**config.mk**
```make
export PLATFORM = sky130hd
export DESIGN_NAME = mul_div_unit
export DESIGN_NICKNAME = d
export VERILOG_FILES = /design/src/rtl/mul_div_unit_pkg.sv /design/src/rtl/mul_div_unit.sv
export SDC_FILE = /design/constraint.sdc
export NUM_CORES = 1
export LEC_CHECK = 0
export ABC_CLOCK_PERIOD_IN_PS = 13000
export CAP_MARGIN = 20
export CORE_MARGIN = 5
export CORE_UTILIZATION = 60
export DETAILED_ROUTE_END_ITERATION = 7
export HOLD_SLACK_MARGIN = 0.15
export PLACE_DENSITY = 0.81
export SETUP_SLACK_MARGIN = 0.15
export SYNTH_ARGS = -nofsm -noshare
export SYNTH_HDL_FRONTEND = slang
export SYNTH_SLANG_ARGS = --single-unit
```
**constraint.sdc**
```tcl
create_clock -name CLK -period 13 [get_ports CLK]
set_input_delay 1.95 -clock CLK [delete_from_list [all_inputs] [get_ports CLK]]
set_output_delay 1.95 -clock CLK [all_outputs]
set_load 0.005 [all_outputs]
```
**src/rtl/mul_div_unit_pkg.sv**
```systemverilog
// mul_div_unit_pkg
//   Shared encodings for the iterative RV32M multiply/divide unit:
//   FUNCT3 opcodes, FSM state type and iteration count.
package mul_div_unit_pkg;

   // RV32M FUNCT3 encodings
   localparam logic [2:0] MDU_MUL    = 3'b000;
   localparam logic [2:0] MDU_MULH   = 3'b001;
   localparam logic [2:0] MDU_MULHSU = 3'b010;
   localparam logic [2:0] MDU_MULHU  = 3'b011;
   localparam logic [2:0] MDU_DIV    = 3'b100;
   localparam logic [2:0] MDU_DIVU   = 3'b101;
   localparam logic [2:0] MDU_REM    = 3'b110;
   localparam logic [2:0] MDU_REMU   = 3'b111;

   // One result bit per cycle over a 32-bit operand
   localparam int         MDU_ITER      = 32;
   localparam logic [4:0] MDU_LAST_ITER = 5'(MDU_ITER - 1);

   typedef enum logic [1:0] {
      MDU_STATE_IDLE = 2'd0,
      MDU_STATE_RUN  = 2'd1,
      MDU_STATE_DONE = 2'd2
   } mdu_state_t;

   // FUNCT3[2] separates the divide family from the multiply family
   function automatic logic mdu_is_div(input logic [2:0] f3);
      return f3[2];
   endfunction

endpackage

```
**src/rtl/mul_div_unit.sv**
```systemverilog
// mul_div_unit
//   Iterative RV32M multiply/divide unit. Multiply is radix-2 shift-add,
//   divide is restoring; both run 32 iterations over a shared 64-bit
//   accumulator, 32-bit operand register and 5-bit counter. Operands are
//   converted to magnitudes on accept and the sign is fixed up on the edge
//   that enters DONE. Divide-by-zero and signed overflow finish in one cycle.
//
// Ports
//   CLK     in   system clock, rising edge
//   RST     in   synchronous active-high reset
//   START   in   request; honoured in IDLE or DONE only
//   FUNCT3  in   [2:0] RV32M operation
//   A       in   [31:0] rs1 (multiplicand / dividend)
//   B       in   [31:0] rs2 (multiplier / divisor)
//   BUSY    out  high while iterating
//   DONE    out  one-cycle pulse, RESULT valid
//   RESULT  out  [31:0] result, held until the next completed operation
module mul_div_unit
   import mul_div_unit_pkg::*;
(
   input  logic        CLK,
   input  logic        RST,
   input  logic        START,
   input  logic [2:0]  FUNCT3,
   input  logic [31:0] A,
   input  logic [31:0] B,
   output logic        BUSY,
   output logic        DONE,
   output logic [31:0] RESULT
);

   mdu_state_t  state_reg, state_next;
   logic [4:0]  cnt_reg;
   logic [63:0] acc_reg;
   logic [31:0] op_reg;
   logic [2:0]  funct3_reg;
   logic        neg_reg;
   logic [31:0] result_reg;

   // ---------------- accept-time decode ----------------
   logic        accept;
   logic        a_signed, b_signed;
   logic [31:0] a_mag, b_mag;
   logic        neg_next;
   logic        div_zero, div_ovf, special;
   logic [31:0] special_result;

   assign accept = START && (state_reg != MDU_STATE_RUN);

   always_comb begin
      a_signed = 1'b0;
      b_signed = 1'b0;
      neg_next = 1'b0;
      case (FUNCT3)
         MDU_MULH:   begin a_signed = 1'b1; b_signed = 1'b1; neg_next = A[31] ^ B[31]; end
         MDU_MULHSU: begin a_signed = 1'b1;                  neg_next = A[31];         end
         MDU_DIV:    begin a_signed = 1'b1; b_signed = 1'b1; neg_next = A[31] ^ B[31]; end
         MDU_REM:    begin a_signed = 1'b1; b_signed = 1'b1; neg_next = A[31];         end
         default:    ;
      endcase
   end

   assign a_mag = (a_signed && A[31]) ? (32'd0 - A) : A;
   assign b_mag = (b_signed && B[31]) ? (32'd0 - B) : B;

   assign div_zero = mdu_is_div(FUNCT3) && (B == 32'd0);
   assign div_ovf  = ((FUNCT3 == MDU_DIV) || (FUNCT3 == MDU_REM)) &&
                     (A == 32'h8000_0000) && (B == 32'hFFFF_FFFF);
   assign special  = div_zero || div_ovf;

   // FUNCT3[1] picks remainder over quotient within the divide family
   always_comb begin
      special_result = 32'd0;
      if (div_zero)
         special_result = FUNCT3[1] ? A : 32'hFFFF_FFFF;
      else if (div_ovf)
         special_result = FUNCT3[1] ? 32'd0 : 32'h8000_0000;
   end

   // ---------------- one iteration ----------------
   // Multiply: acc = {partial product high, remaining multiplier bits}.
   // Divide:   acc = {partial remainder, remaining dividend / quotient bits}.
   logic [32:0] mul_sum;
   logic [63:0] mul_step;
   logic [32:0] div_trial;
   logic [63:0] div_step;
   logic [63:0] acc_step;

   assign mul_sum   = {1'b0, acc_reg[63:32]} + {1'b0, (acc_reg[0] ? op_reg : 32'd0)};
   assign mul_step  = {mul_sum, acc_reg[31:1]};
   assign div_trial = acc_reg[63:31] - {1'b0, op_reg};
   assign div_step  = div_trial[32] ? {acc_reg[62:0], 1'b0}
                                    : {div_trial[31:0], acc_reg[30:0], 1'b1};
   assign acc_step  = mdu_is_div(funct3_reg) ? div_step : mul_step;

   // ---------------- sign fix-up on the final iteration ----------------
   logic [63:0] prod_fix;
   logic [31:0] quot_fix, rem_fix;
   logic [31:0] final_result;

   assign prod_fix = neg_reg ? (64'd0 - acc_step) : acc_step;
   assign quot_fix = neg_reg ? (32'd0 - acc_step[31:0]) : acc_step[31:0];
   assign rem_fix  = neg_reg ? (32'd0 - acc_step[63:32]) : acc_step[63:32];

   always_comb begin
      final_result = prod_fix[63:32];
      case (funct3_reg)
         MDU_MUL:           final_result = prod_fix[31:0];
         MDU_DIV, MDU_DIVU: final_result = quot_fix;
         MDU_REM, MDU_REMU: final_result = rem_fix;
         default:           final_result = prod_fix[63:32];
      endcase
   end

   // ---------------- FSM ----------------
   always_ff @(posedge CLK) begin
      if (RST)
         state_reg <= MDU_STATE_IDLE;
      else
         state_reg <= state_next;
   end

   always_comb begin
      state_next = state_reg;
      case (state_reg)
         MDU_STATE_IDLE: begin
            if (START)
               state_next = special ? MDU_STATE_DONE : MDU_STATE_RUN;
         end
         MDU_STATE_RUN: begin
            if (cnt_reg == MDU_LAST_ITER)
               state_next = MDU_STATE_DONE;
         end
         MDU_STATE_DONE: begin
            if (START)
               state_next = special ? MDU_STATE_DONE : MDU_STATE_RUN;
            else
               state_next = MDU_STATE_IDLE;
         end
         default: state_next = MDU_STATE_IDLE;
      endcase
   end

   // ---------------- datapath ----------------
   always_ff @(posedge CLK) begin
      if (RST) begin
         cnt_reg    <= 5'd0;
         acc_reg    <= 64'd0;
         op_reg     <= 32'd0;
         funct3_reg <= 3'd0;
         neg_reg    <= 1'b0;
         result_reg <= 32'd0;
      end else if (accept) begin
         cnt_reg    <= 5'd0;
         funct3_reg <= FUNCT3;
         neg_reg    <= neg_next;
         // Divide iterates the dividend through the low half; multiply
         // iterates the multiplier.
         op_reg     <= mdu_is_div(FUNCT3) ? b_mag : a_mag;
         acc_reg    <= {32'd0, (mdu_is_div(FUNCT3) ? a_mag : b_mag)};
         if (special)
            result_reg <= special_result;
      end else if (state_reg == MDU_STATE_RUN) begin
         acc_reg <= acc_step;
         cnt_reg <= 5'(cnt_reg + 5'd1);
         if (cnt_reg == MDU_LAST_ITER)
            result_reg <= final_result;
      end
   end

   assign BUSY   = (state_reg == MDU_STATE_RUN);
   assign DONE   = (state_reg == MDU_STATE_DONE);
   assign RESULT = result_reg;

endmodule
```
==> reports/qor.csv, run 1 <==
metric;value;unit
status;finished clean;
drive_gt1_share;5.59;%
drc;0;
syn_area;15800;sq um
initial_core_util;60.6;%
postCtsSetupBuffers;0;
worst_slack;6590;ps
crit_slowest_cell;or4_1;
async_flop_share;0;%
drt_first_iter_violations;2509;
syn_inst;2264;
fmax;156;MHz
post-dp-hpwl;48.2;mm
fin_skew;16.9;ps
synth_nets;2407;
viasPerCell;6.98;
synth_edf_count;0;
hold_ws;474;ps
cap_violations;0;
largest_reg_flops;64;
drtAntennaViolNets;0;
finalPower;1.80;mW
fin_nets;2402;
required;13280;ps
firstDrtPassIters;5;
hold_viol;0;
seq_area_frac_synth;17.7;%
io_buffers;103;
max_slew_margin;27.6;%
worstSetupPathType;reg2reg;
ys_ff_latch;139;
gp_congestion;1.05;
dieHeight;172;um
dp_slack;6670;ps
placementRows;59;
syn_area_per_cell;6.96;sq um
dieWidth;172;um
grt_use_total;41.8;%
htreeDepth;4;
cts_root_buffer;clkbuf_16;
io_pins;104;
tightestPinTransition;1090;ps
synth_flop_cell;dfxtp_1;
irDropWorstVdd;0.0809;mV
finalSetupViolCount;0;
path_clk_slew;70;ps
finalCriticalPeriod;6410;ps
yosysMostFrequentCell;nor2_1;
rsz0062_at_grt;false;
arrival;6700;ps
cts_sinks;139;
wire_per_inst;24.4;um
dr_total_vias;18200;
cts_repair_resize_count;0;
yosys.area.top_type;dfxtp_1;
fin_area;17400;sq um
synth_area_leaders;dfxtp_1 18%, a21oi_1 6.6%, nor2_1 6.2%;
finalSetupTns;0;ps
synth_cell_types;97;
wl;63.6;mm
die-area;29600;sq um
clk_latency;450;ps
startpoint_type;register;
slowest_delay;630;ps
grt_max_degree;91;
n_antenna_cell;0;
critPathCaptureType;register;
cts_inserted_buffers;17;
p_leak;6.50;nW
crit_fanout;10;
place_area;16800;sq um
grt-ovfl-total;0;
core;26000;sq um
antenna_found_initial;3;
period_share;49.3;%
maxSlewViolCount;0;
cp_cell_sequence;inv_1 -> ha_1 -> a21oi_1 -> o21ai_1 -> a211o_1 -> a221o_1 -> a21o_4 -> xnor2_4 -> nor2_1 -> a21oi_1 -> ha_1 -> o21ai_0 -> nand2b_1 -> or3_1 -> or4_1 -> nor2_1 -> a21oi_1 -> or3_1 -> o31ai_1 -> xor2_1 -> o21ai_0 -> a22oi_1 -> nor2_1;
yosys_warnings;0;
netlist_top_cells_count;259 x nor2_1, 237 x nand2_1, 209 x a21oi_1;
synth.top_cell.area_share;17.7;%
cts_hold_buf;0;
power_density;103;nW/um^2
clockBufferDepth;2;
cts_tree;built;
grt_pass1_wl;96.1;mm
hp-class;reg2reg;
grt_pass1_vias;16900;
syn_to_final_growth;10.5;%
[power breakdown]
| part | leakage (nW) | switching [mW] | internal, mW | total (mW) |
|---|---|---|---|---|
| Combinational | 5.07 | 0.521 | 0.271 | 0.792 |
| Clock | 0.294 | 0.246 | 0.276 | 0.522 |
| Sequential | 1.14 | 0.0339 | 0.450 | 0.484 |
[area by class of cell]
type	instances	area, sq um
multi-input cells	1901	12100
fillers	2405	8570
flip-flops and latches	139	2790
repair buffers	135	1260
clock buffers	17	425
well taps	335	419
inverters	65	244
clock inverters	15	170
[through the flow]
step                      instances  util (%)
final                          2607      67.0
after global routing           2607      67.0
after CTS                      2606      67.0
after detailed placement       2574      64.7
after global placement         2574      64.7
after floorplan                2264         -
[worst paths after layout]
kind                    from         end  slack (ps)  cells after the start
setup / recovery  op_reg[17]  RESULT[18]        6590                     23
hold reg to reg   cnt_reg[4]  cnt_reg[4]         470                      2
setup reg to reg  op_reg[17]  RESULT[18]        6590                     23
hold / removal    cnt_reg[4]  cnt_reg[4]         470                      2
[kinds of logic after synthesis]
logic type | after synthesis | synth area share, %
flops | 139 | 17.7
compound gates | 777 | 32.7
fa+ha+maj | 73 | 5.89
xor+xnor | 161 | 9.07
mux | 66 | 4.30
simple gates | 824 | 24.8
buf+inv | 224 | 5.59
[layer usage]
metal / GRT usage [%] / up-vias / part of all wire, %
li1: - / 8333 / -
met1: 50.7 / 8414 / 37
met2: 67.2 / 1140 / 44
met3: 9.08 / 306 / 11
met4: 26.8 / 6 / 8.1
met5: 0 / - / 0.058
[critical path: cells and delay by family, from the launching register on]
family | cells | cell delay (ps)
compound gates | 11 | 2650
xor+xnor | 2 | 340
fa+ha+maj | 2 | 620
buf+inv | 1 | 70
flops | 1 | 410
simple gates | 7 | 2170
[layout by cell type, fill, tap and decap left out, types with 22 or more instances in the layout]
master / instances
nand2_1: 236
xor2_1: 74
buf_4: 31
o211ai_1: 38
nor3_1: 60
and2_1: 47
nor2_1: 258
ha_1: 71
clkdlybuf4s50_1: 101
a211oi_1: 122
nand4_1: 22
o21ai_0: 149
a21oi_1: 209
nand3_1: 50
o31ai_1: 34
a31oi_1: 30
mux2i_1: 53
a21o_1: 25
inv_1: 62
xnor2_1: 85
dfxtp_1: 137
(Power assumes the default switching activity.)
==> run 2: changes to the inputs <==
ABC_CLOCK_PERIOD_IN_PS = 5290   (was 13000)
CORE_UTILIZATION = 56   (was 60)
PLACE_DENSITY = 0.79   (was 0.81)
clock period = 5.29 ns   (was 13 ns; I/O delays follow)
==> run 2 against run 1 <==
  * Clock skew is 1.1 ps lower
  * Critical path depth is 5 lower
  * Via count grew 3.9%
  * Non-clock buffer count grew 123
  * Cell area grew 7.1%
  * Sequential cell count unchanged
  * Power grew to 2.5 times the previous value
  * Core utilization rose by 0.087 points
  * Clock-buffer cell count increased by 2
==> reports/qor.csv, run 2 (same netlist as run 1, synthesis figures left out) <==
metric;value;unit;change
io_pins;104;;unchanged
hold_ws;471;ps;was 474 ps
io_buffers;103;;unchanged
status;finished clean;;unchanged
power_density;244;nW/um^2;was 103 nW/um^2
place_area;17800;sq um;was 16,800 sq um
dr_total_vias;18900;;was 18,200
wl;67.4;mm;was 63.6 mm
final_common_cell;nor2_1;;unchanged
hold_viol;0;;unchanged
syn_to_final_growth;18.3;%;was 10.5%
drtAntennaViolNets;0;;unchanged
fin_skew;15.9;ps;was 16.9 ps
nFillCells;2556;;was 2,405
finalPower;4.55;mW;was 1.80 mW
dp_cells;2733;;was 2,574
fin_nets;2525;;was 2,402
hp-class;reg2reg;;unchanged
cts_tree;built;;unchanged
wire_per_inst;24.3;um;was 24.4 um
startpoint_type;register;;unchanged
viasPerCell;6.82;;was 6.98
tightestPinTransition;1140;ps;was 1090 ps
grt_pass1_wl;101;mm;was 96.1 mm
antenna_found_initial;3;;unchanged
grt-ovfl-total;0;;unchanged
grt_max_degree;88;;was 91
cap_violations;0;;unchanged
firstDrtPassIters;8;;was 5
irDropWorstVdd;0.209;mV;was 0.0809 mV
drc;0;;unchanged
crit_fanout;3;;was 10
largest_reg_flops;64;;unchanged
dieWidth;178;um;was 172 um
htreeDepth;4;;unchanged
clk_latency;440;ps;was 450 ps
finalSetupViolCount;0;;unchanged
critPathCaptureType;register;;unchanged
cts_hold_buf;0;;unchanged
placementRows;61;;was 59
core;27800;sq um;was 26,000 sq um
n_antenna_cell;0;;unchanged
fin_area;18600;sq um;was 17,400 sq um
finalSetupTns;0;ps;unchanged
gp_congestion;1.05;;about the same
drt_first_iter_violations;2623;;was 2,509
drive_gt1_share;12.2;%;was 5.59%
clockBufferDepth;2;;unchanged
rsz0062_at_grt;true;;was false
final_cell_mix;254 x nor2_1, 233 x nand2_1, 201 x a21oi_1;;was 258 x nor2_1, 236 x nand2_1, 209 x a21oi_1
grt_use_total;41.2;%;was 41.8%
dieHeight;178;um;was 172 um
maxSlewViolCount;0;;unchanged
post-dp-hpwl;52.5;mm;was 48.2 mm
finalCriticalPeriod;5080;ps;was 6410 ps
fmax;197;MHz;was 156 MHz
initial_core_util;56.7;%;was 60.6%
fin_cells;2773;;was 2,607
required;5620;ps;was 13,280 ps
period_share;96.0;%;was 49.3%
cts_sinks;139;;unchanged
die-area;31600;sq um;was 29,600 sq um
cts_inserted_buffers;17;;unchanged
p_leak;7.11;nW;was 6.50 nW
max_slew_margin;23.6;%;was 27.6%
arrival;5410;ps;was 6700 ps
path_clk_slew;70;ps;about the same
worstSetupPathType;reg2reg;;unchanged
cts_root_buffer;clkbuf_16;;unchanged
grt_pass1_vias;17500;;was 16,900
## run 2: cell types whose count changed in the layout (fill, tap and decap cells not counted), sizes merged
cell and change:
clkinvlp +2, clkinv +3, clkbuf +1, buf +124, bufinv -1, inv -6
## run 2: report_power, final
| group | leakage, nW | internal (mW) | switching (mW) |
|---|---|---|---|
| clock network | 0.268 | 0.640 | 0.564 |
| registers | 1.14 | 1.11 | 0.0795 |
| logic | 5.70 | 0.809 | 1.35 |
| total | 7.11 | 2.56 | 1.99 |
## run 2: metrics by stage
stage	setup slack [ps]	utilization, %
after floorplan	145	-
after global placement	237	64.2
after detailed placement	116	64.2
after CTS	152	66.4
after global routing	92.4	67.1
final	210	67.1
## run 2: final timing paths
kind / startpoint / end / slack (ps) / cells after the start
worst max register to register: acc_reg[0] / RESULT[31] / 210 / 18
worst min-delay path: op_reg[22] / op_reg[22] / 470 / 2
worst min register to register: op_reg[22] / op_reg[22] / 470 / 2
worst max-delay path: acc_reg[0] / RESULT[31] / 210 / 18
## run 2: layout make-up
cell class	instances	area [sq um]	share of cell area, %
well taps	378	473	2.54
clock buffers	19	454	2.44
inverters	65	244	1.31
repair buffers	258	2200	11.8
flip-flops and latches	139	2790	15.0
multi-input cells	1901	12400	66.3
clock inverters	13	109	0.584
## run 2: critical path, cell delays in order, from the launching register on
cell and delay (ps):
dfxtp_2 330, buf_6 110, and2_4 160, ha_4 160, fa_2 400, a21o_1 240, a221oi_4 420, nor2_2 90
a211o_4 380, mux2_4 320, a311oi_2 230, nand4_2 180, a211oi_4 310, nand4_2 170, or4b_4 620, o41ai_4 320
buf_4 190, o211ai_1 80, a32o_1 250
## run 2: layer usage
metal  global-route usage (%)  routed length (um)  part of all wire, %  vias up
li1                         -                   -                    -     8556
met1                     51.7               25900                   38     8771
met2                     63.8               29200                   43     1280
met3                     8.27                6920                   10      296
met4                     27.4                5410                  8.0        2
met5                        0                   7                0.010        -
## run 2: timing repair
| item | CTS | global route |
|---|---|---|
| gates resized for setup | 7 | 38 |
| hold endpoints to repair | 0 | 0 |
| pin swaps | 4 | 27 |
| setup buffers | 2 | 6 |
| gates cloned | 0 | 0 |
| endpoints found under the setup margin | 13 | 25 |
==> RTL change 1 (flow settings as in run 2) <==
Encoding of `mdu_state_t`: now one-hot (3 bits for 3 states).
--- a/src/rtl/mul_div_unit_pkg.sv
+++ b/src/rtl/mul_div_unit_pkg.sv
@@ -17,10 +17,10 @@
    localparam int         MDU_ITER      = 32;
    localparam logic [4:0] MDU_LAST_ITER = 5'(MDU_ITER - 1);
 
-   typedef enum logic [1:0] {
-      MDU_STATE_IDLE = 2'd0,
-      MDU_STATE_RUN  = 2'd1,
-      MDU_STATE_DONE = 2'd2
+   typedef enum logic [2:0] {
+      MDU_STATE_IDLE = 3'b001,
+      MDU_STATE_RUN  = 3'b010,
+      MDU_STATE_DONE = 3'b100
    } mdu_state_t;
 
    // FUNCT3[2] separates the divide family from the multiply family
Formal check against the unedited RTL: same outputs for any inputs over 4 cycles, from zero or initial values and one cycle with RST high; so few cycles prove little.
==> RTL change 1 against run 2 <==
- total power fell by 12%
- sequential cell count increased by 1
- wire length rose by 1.4%
- first-iteration DRC count grew 7.5%
- non-clock buffer count shrank 30
- synthesized area increased by 2.0%
- setup slack better by 0.075 ns
- maximum frequency grew 1.5%
- design area is 0.17% higher
- via count up 1.9%
- sequential share of layout area grew 0.062 points
- critical path type unchanged
- largest cell class unchanged
==> RTL change 1: results (changes against run 2) <==
Clocking
  – Total CTS buffers: 17 (unchanged)
  – Clock Path Buffers: 2 (unchanged)
  – H-tree levels: 4 (unchanged)
  – Root Buffer: clkbuf_16 (unchanged)
  – Post-CTS Resized: 2 (was 7)
  – Worst-path clk slew: 0.07 ns (about the same)
  – Setup bufs post-CTS: 0 (was 2)
  – Cts hold-fix bufs: 0 (unchanged)
  – Worst skew pair latency: 0.45 ns

Timing
  – Hold slack: 0.462 ns (was 0.471 ns)
  – Setup Skew: 0.0111 ns (was 0.0159 ns)
  – Worst-Margin Slew: 1.17 ns (was 1.14 ns)
  – Setup WS post-layout: 0.285 ns (was 0.210 ns)

Worst setup path
  – Reg2Reg Depth: 16 (was 18)
  – Crit path capture: RESULT[5] (was RESULT[31])
  – Crit path arrival time: 5.38 ns (was 5.41 ns)
  – Critical path fanouts, max: 15 (was 3)
  – Critical R2R Launch: acc_reg[40] (was acc_reg[0])
  – Reg2Reg Setup Slack: 0.28 ns (was 0.21 ns)
  – Critical Path Start Type: flop (unchanged)

Route
  – Number of vias per cell: 6.87 (was 6.82)
  – DRT iter0 DRCs: 2819 (was 2623)
  – Pre-Repair DR Iteration Count: 6 (was 8)
  – Average wire per standard cell: 24.4 um (was 24.3 um)

Placement
  – Post-Place Worst Slack: 0.106 ns (was 0.116 ns)
  – IO buf count: 103 (unchanged)
  – DP Wirelength: 53100 um (was 52500 um)
  – Gpl congestion: 1.10 (was 1.05)

Min path
  – Hold Path Depth: 2 (unchanged)
  – Min-Delay Path Class: flop to flop (unchanged)
  – Worst Hold Endpoint: cnt_reg[4] (was op_reg[22])
  – Hold Crit Start: cnt_reg[4] (was op_reg[22])

Cells and area
  – Max reg flops: 64 (unchanged)
  – Nets: 2551 (was 2525)
  – Ant. Diodes: 0 (unchanged)
  – Share of cells above drive strength 1: 0.105 (was 0.122)

Synthesis
  – Cell taking the most area after synthesis: dfxtp_1 (unchanged)
  – Most frequent cells after synthesis: nor2_1 (251), nand2_1 (247), a21oi_1 (218), o21ai_0 (159), dfxtp_1 (140) (was nor2_1 (259), nand2_1 (237), a21oi_1 (209), o21ai_0 (149), dfxtp_1 (139))
  – Post-synth cell types: 99 (was 97)
  – Synth async-reset ratio: 0 (unchanged)
  – Sequential fraction of the synthesis area: 0.174 (was 0.177)
  – Synth top area cells: dfxtp_1 (17%), a21oi_1 (6.8%), nor2_1 (5.9%) (was dfxtp_1 (18%), a21oi_1 (6.6%), nor2_1 (6.2%))
  – Synth Net Count: 2467 (was 2407)
  – Yosys warning total: 0 (unchanged)
  – Most used DFF post-synth: dfxtp_1 (unchanged)

Global routing
  – Antenna violations before repair: 0 (was 3)
  – First-pass GRT wire length: 103000 um (was 101000 um)
  – GRT Overall Usage: 0.397 (was 0.412)
  – Vias in the first global route: 17569 (was 17538)
  – Largest net degree at the start of global routing: 86 (was 88)

Pwr
  – Pleak: 7.02 nW (was 7.11 nW)
  – VDD IR-drop max: 0.000239 V (was 0.000209 V)

Run status
  – Status: finished, final reports clean (unchanged)
[RTL change 1: power by group]
group | internal [mW] | switching (mW)
combinational | 0.554 | 0.974
clock | 0.756 | 0.531
sequential | 1.10 | 0.0695
total | 2.41 | 1.57
[RTL change 1: final cells by class]
| type | count | area [um2] |
|---|---|---|
| clock buffer | 19 | 443 |
| clock inverter | 13 | 165 |
| tap | 384 | 480 |
| timing repair buffer | 228 | 1960 |
| inverter | 68 | 255 |
| sequential | 140 | 2810 |
| fill | 2655 | 9870 |
| multi-input combinational | 1953 | 12600 |
[RTL change 1: per-layer routing]
layer  GRT usage  vias up  wire (um)
li1            -     8768          -
met1       0.482     8932      25300
met2       0.622     1259      29700
met3      0.0968      312       7650
met4       0.267        0       5680
met5           0        -          0
[RTL change 1: critical path, cell delays in order (launching register included)]
cell and delay [ns]:
dfxtp_1 0.44, ha_2 0.36, a21oi_1 0.29, o211ai_1 0.21
a31oi_2 0.32, a2111o_1 0.26, buf_4 0.22, nand2_1 0.09
buf_4 0.20, a2111oi_0 0.61, o32ai_1 0.25, or2_1 0.40
nand2_1 0.13, xnor2_1 0.08, a221oi_1 0.49, o21ai_0 0.35
a31oi_1 0.23
[RTL change 1: cell families (layout without fill, tap and decap cells)]
group | after synthesis | count (layout) | synth area share
and+or+nand+nor | 848 | 848 | 0.252
adders and majority gates | 73 | 73 | 0.0577
AOI/OAI and AO/OA | 808 | 808 | 0.334
DFF | 140 | 140 | 0.174
muxes | 53 | 53 | 0.0339
xor gates and xnor gates | 171 | 171 | 0.0932
buffers and inverters | 231 | 328 | 0.0557
[RTL change 1: through the flow]
step,instance area (um2),std cells
floorplan,16100,2324
global placement,17900,2766
detailed placement,17900,2766
CTS,18500,2798
global route,18700,2805
finish,18700,2805
==> RTL change 2 (flow settings as in run 2) <==
Made on the original files. Make the reset (`RST`) asynchronous in 2 clocked blocks. Comments in the files are not updated.
--- a/src/rtl/mul_div_unit.sv
+++ b/src/rtl/mul_div_unit.sv
@@ -113,7 +113,7 @@
    end
 
    // ---------------- FSM ----------------
-   always_ff @(posedge CLK) begin
+   always_ff @(posedge CLK or posedge RST) begin
       if (RST)
          state_reg <= MDU_STATE_IDLE;
       else
@@ -142,7 +142,7 @@
    end
 
    // ---------------- datapath ----------------
-   always_ff @(posedge CLK) begin
+   always_ff @(posedge CLK or posedge RST) begin
       if (RST) begin
          cnt_reg    <= 5'd0;
          acc_reg    <= 64'd0;
Behaviour: differs if RST is asserted again (counterexample within 4 cycles, from zero or initial values and one cycle with RST high); with RST held inactive, the same outputs for 10 cycles.
==> RTL change 2 against run 2 <==
- via count decreased by 5.4%
- setup slack got worse by 0.080 ns
- wire length shrank 3.5%
- synthesized area is 0.72% lower
- die area is 0.68% lower
- sequential cell count did not move
- hold slack improved by 0.017 ns
- first-iteration DRC count up 4.2%
- critical path depth increased by 4
- design area is 1.3% lower
- synthesized cell count is 5.3% lower
- highest routed layer unchanged
Power is not shown: default switching activity piles up to over one toggle a cycle in this logic, so the estimate is an artifact.
==> RTL change 2: results (changes against run 2) <==
Route
  – Total wire length: 65000 um (was 67400 um)
  – DRT iter0 DRCs: 2732 (was 2623)

Synthesis
  – Sequential fraction of the synthesis area: 0.222 (was 0.177)
  – Compound-Gate Fraction of Synth Area: 0.305 (was 0.327)
  – Post-Synthesis Cells: 2144 (was 2264)
  – Post-Synth Adder-Cell Area: 0.0593 (was 0.0589)
  – Synth Net Count: 2287 (was 2407)

Cells and area
  – Non-Filler Instances: 2650 (was 2773)
  – Nets: 2402 (was 2525)
  – Fillers: 2465 (was 2556)
  – Final Instance Area: 18400 um2 (was 18600 um2)
  – Share of cells above drive strength 1: 0.111 (was 0.122)

Placement
  – Gpl congestion: 1.08 (was 1.05)
  – DP Wirelength: 50700 um (was 52500 um)
  – Dpl cells: 2607 (was 2733)

Global routing
  – M2 GR Usage: 0.643 (was 0.638)
  – Largest net degree at the start of global routing: 78 (was 88)
  – Antenna violations before repair: 2 (was 3)
  – GRT Overall Usage: 0.410 (was 0.412)
  – GRT met3 Usage: 0.0908 (was 0.0827)
  – GR Util met1: 0.515 (was 0.517)

Worst setup path
  – Crit path arrival time: 5.46 ns (was 5.41 ns)
  – Reg2Reg Depth: 22 (was 18)

Clocking
  – Post-CTS Resized: 6 (was 7)
  – Setup bufs post-CTS: 4 (was 2)

Run status
  – Status: finished, final reports clean (unchanged)

Timing
  – Worst-Margin Slew: 1.16 ns (was 1.14 ns)
  – Setup Skew: 0.0184 ns (was 0.0159 ns)
==> RTL change 2: cell types whose count changed in the layout (fill, tap and decap cells not counted), sizes merged, moves of 13 or more <==
| cell | change |
|---|---|
| o211ai | +14 |
| dfrtp | +139 |
| a21oi | -25 |
| dfxtp | -139 |
| a311oi | -13 |
| a211oi | -59 |
| nor2 | -88 |
| o31ai | -16 |
| buf | -29 |
| o21ai | +56 |
| nand3 | +25 |
==> RTL change 2: path summary, 6_finish.rpt <==
| kind | startpoint | end | slack, ns |
|---|---|---|---|
| worst max-delay path | acc_reg[31] | RESULT[20] | 0.13 |
| worst min-delay path | RESULT[15] | RESULT[15] | 0.49 |
| worst max register to register | acc_reg[31] | RESULT[20] | 0.13 |
| worst min register to register | RESULT[15] | RESULT[15] | 0.49 |
| max in group asynchronous | RST | RESULT[11] | 3.43 |
| min in group asynchronous | RST | cnt_reg[4] | 0.83 |
==> RTL change 2: per-layer routing <==
metal	vias to the layer above	wire length (um)
li1	8127	-
met2	1068	28900
met4	4	4960
met3	243	6530
met1	8437	24600
met5	-	31
==> RTL change 2: layout make-up <==
cell class,instances,area share
inverter,71,0.0148
sequential,139,0.189
timing repair buffer,230,0.108
clock inverter,14,0.00816
clock buffer,18,0.0239
multi-input combinational,1800,0.630
tap,378,0.0257
==> RTL change 2: critical path, cell delays in order (launching register included) <==
cell       delay, ns
dfrtp_1         0.39
inv_1           0.07
ha_2            0.19
inv_2           0.04
fa_2            0.35
a211o_1         0.35
a211oi_4        0.33
nor4_4          0.08
o211ai_1        0.18
buf_4           0.16
a2111oi_4       0.09
a21oi_2         0.15
ha_2            0.21
o21ai_2         0.06
or4b_4          0.49
or4_4           0.44
or3_4           0.45
buf_6           0.16
o21ai_2         0.14
a21boi_2        0.20
xor2_1          0.09
a221oi_2        0.26
o211ai_2        0.10
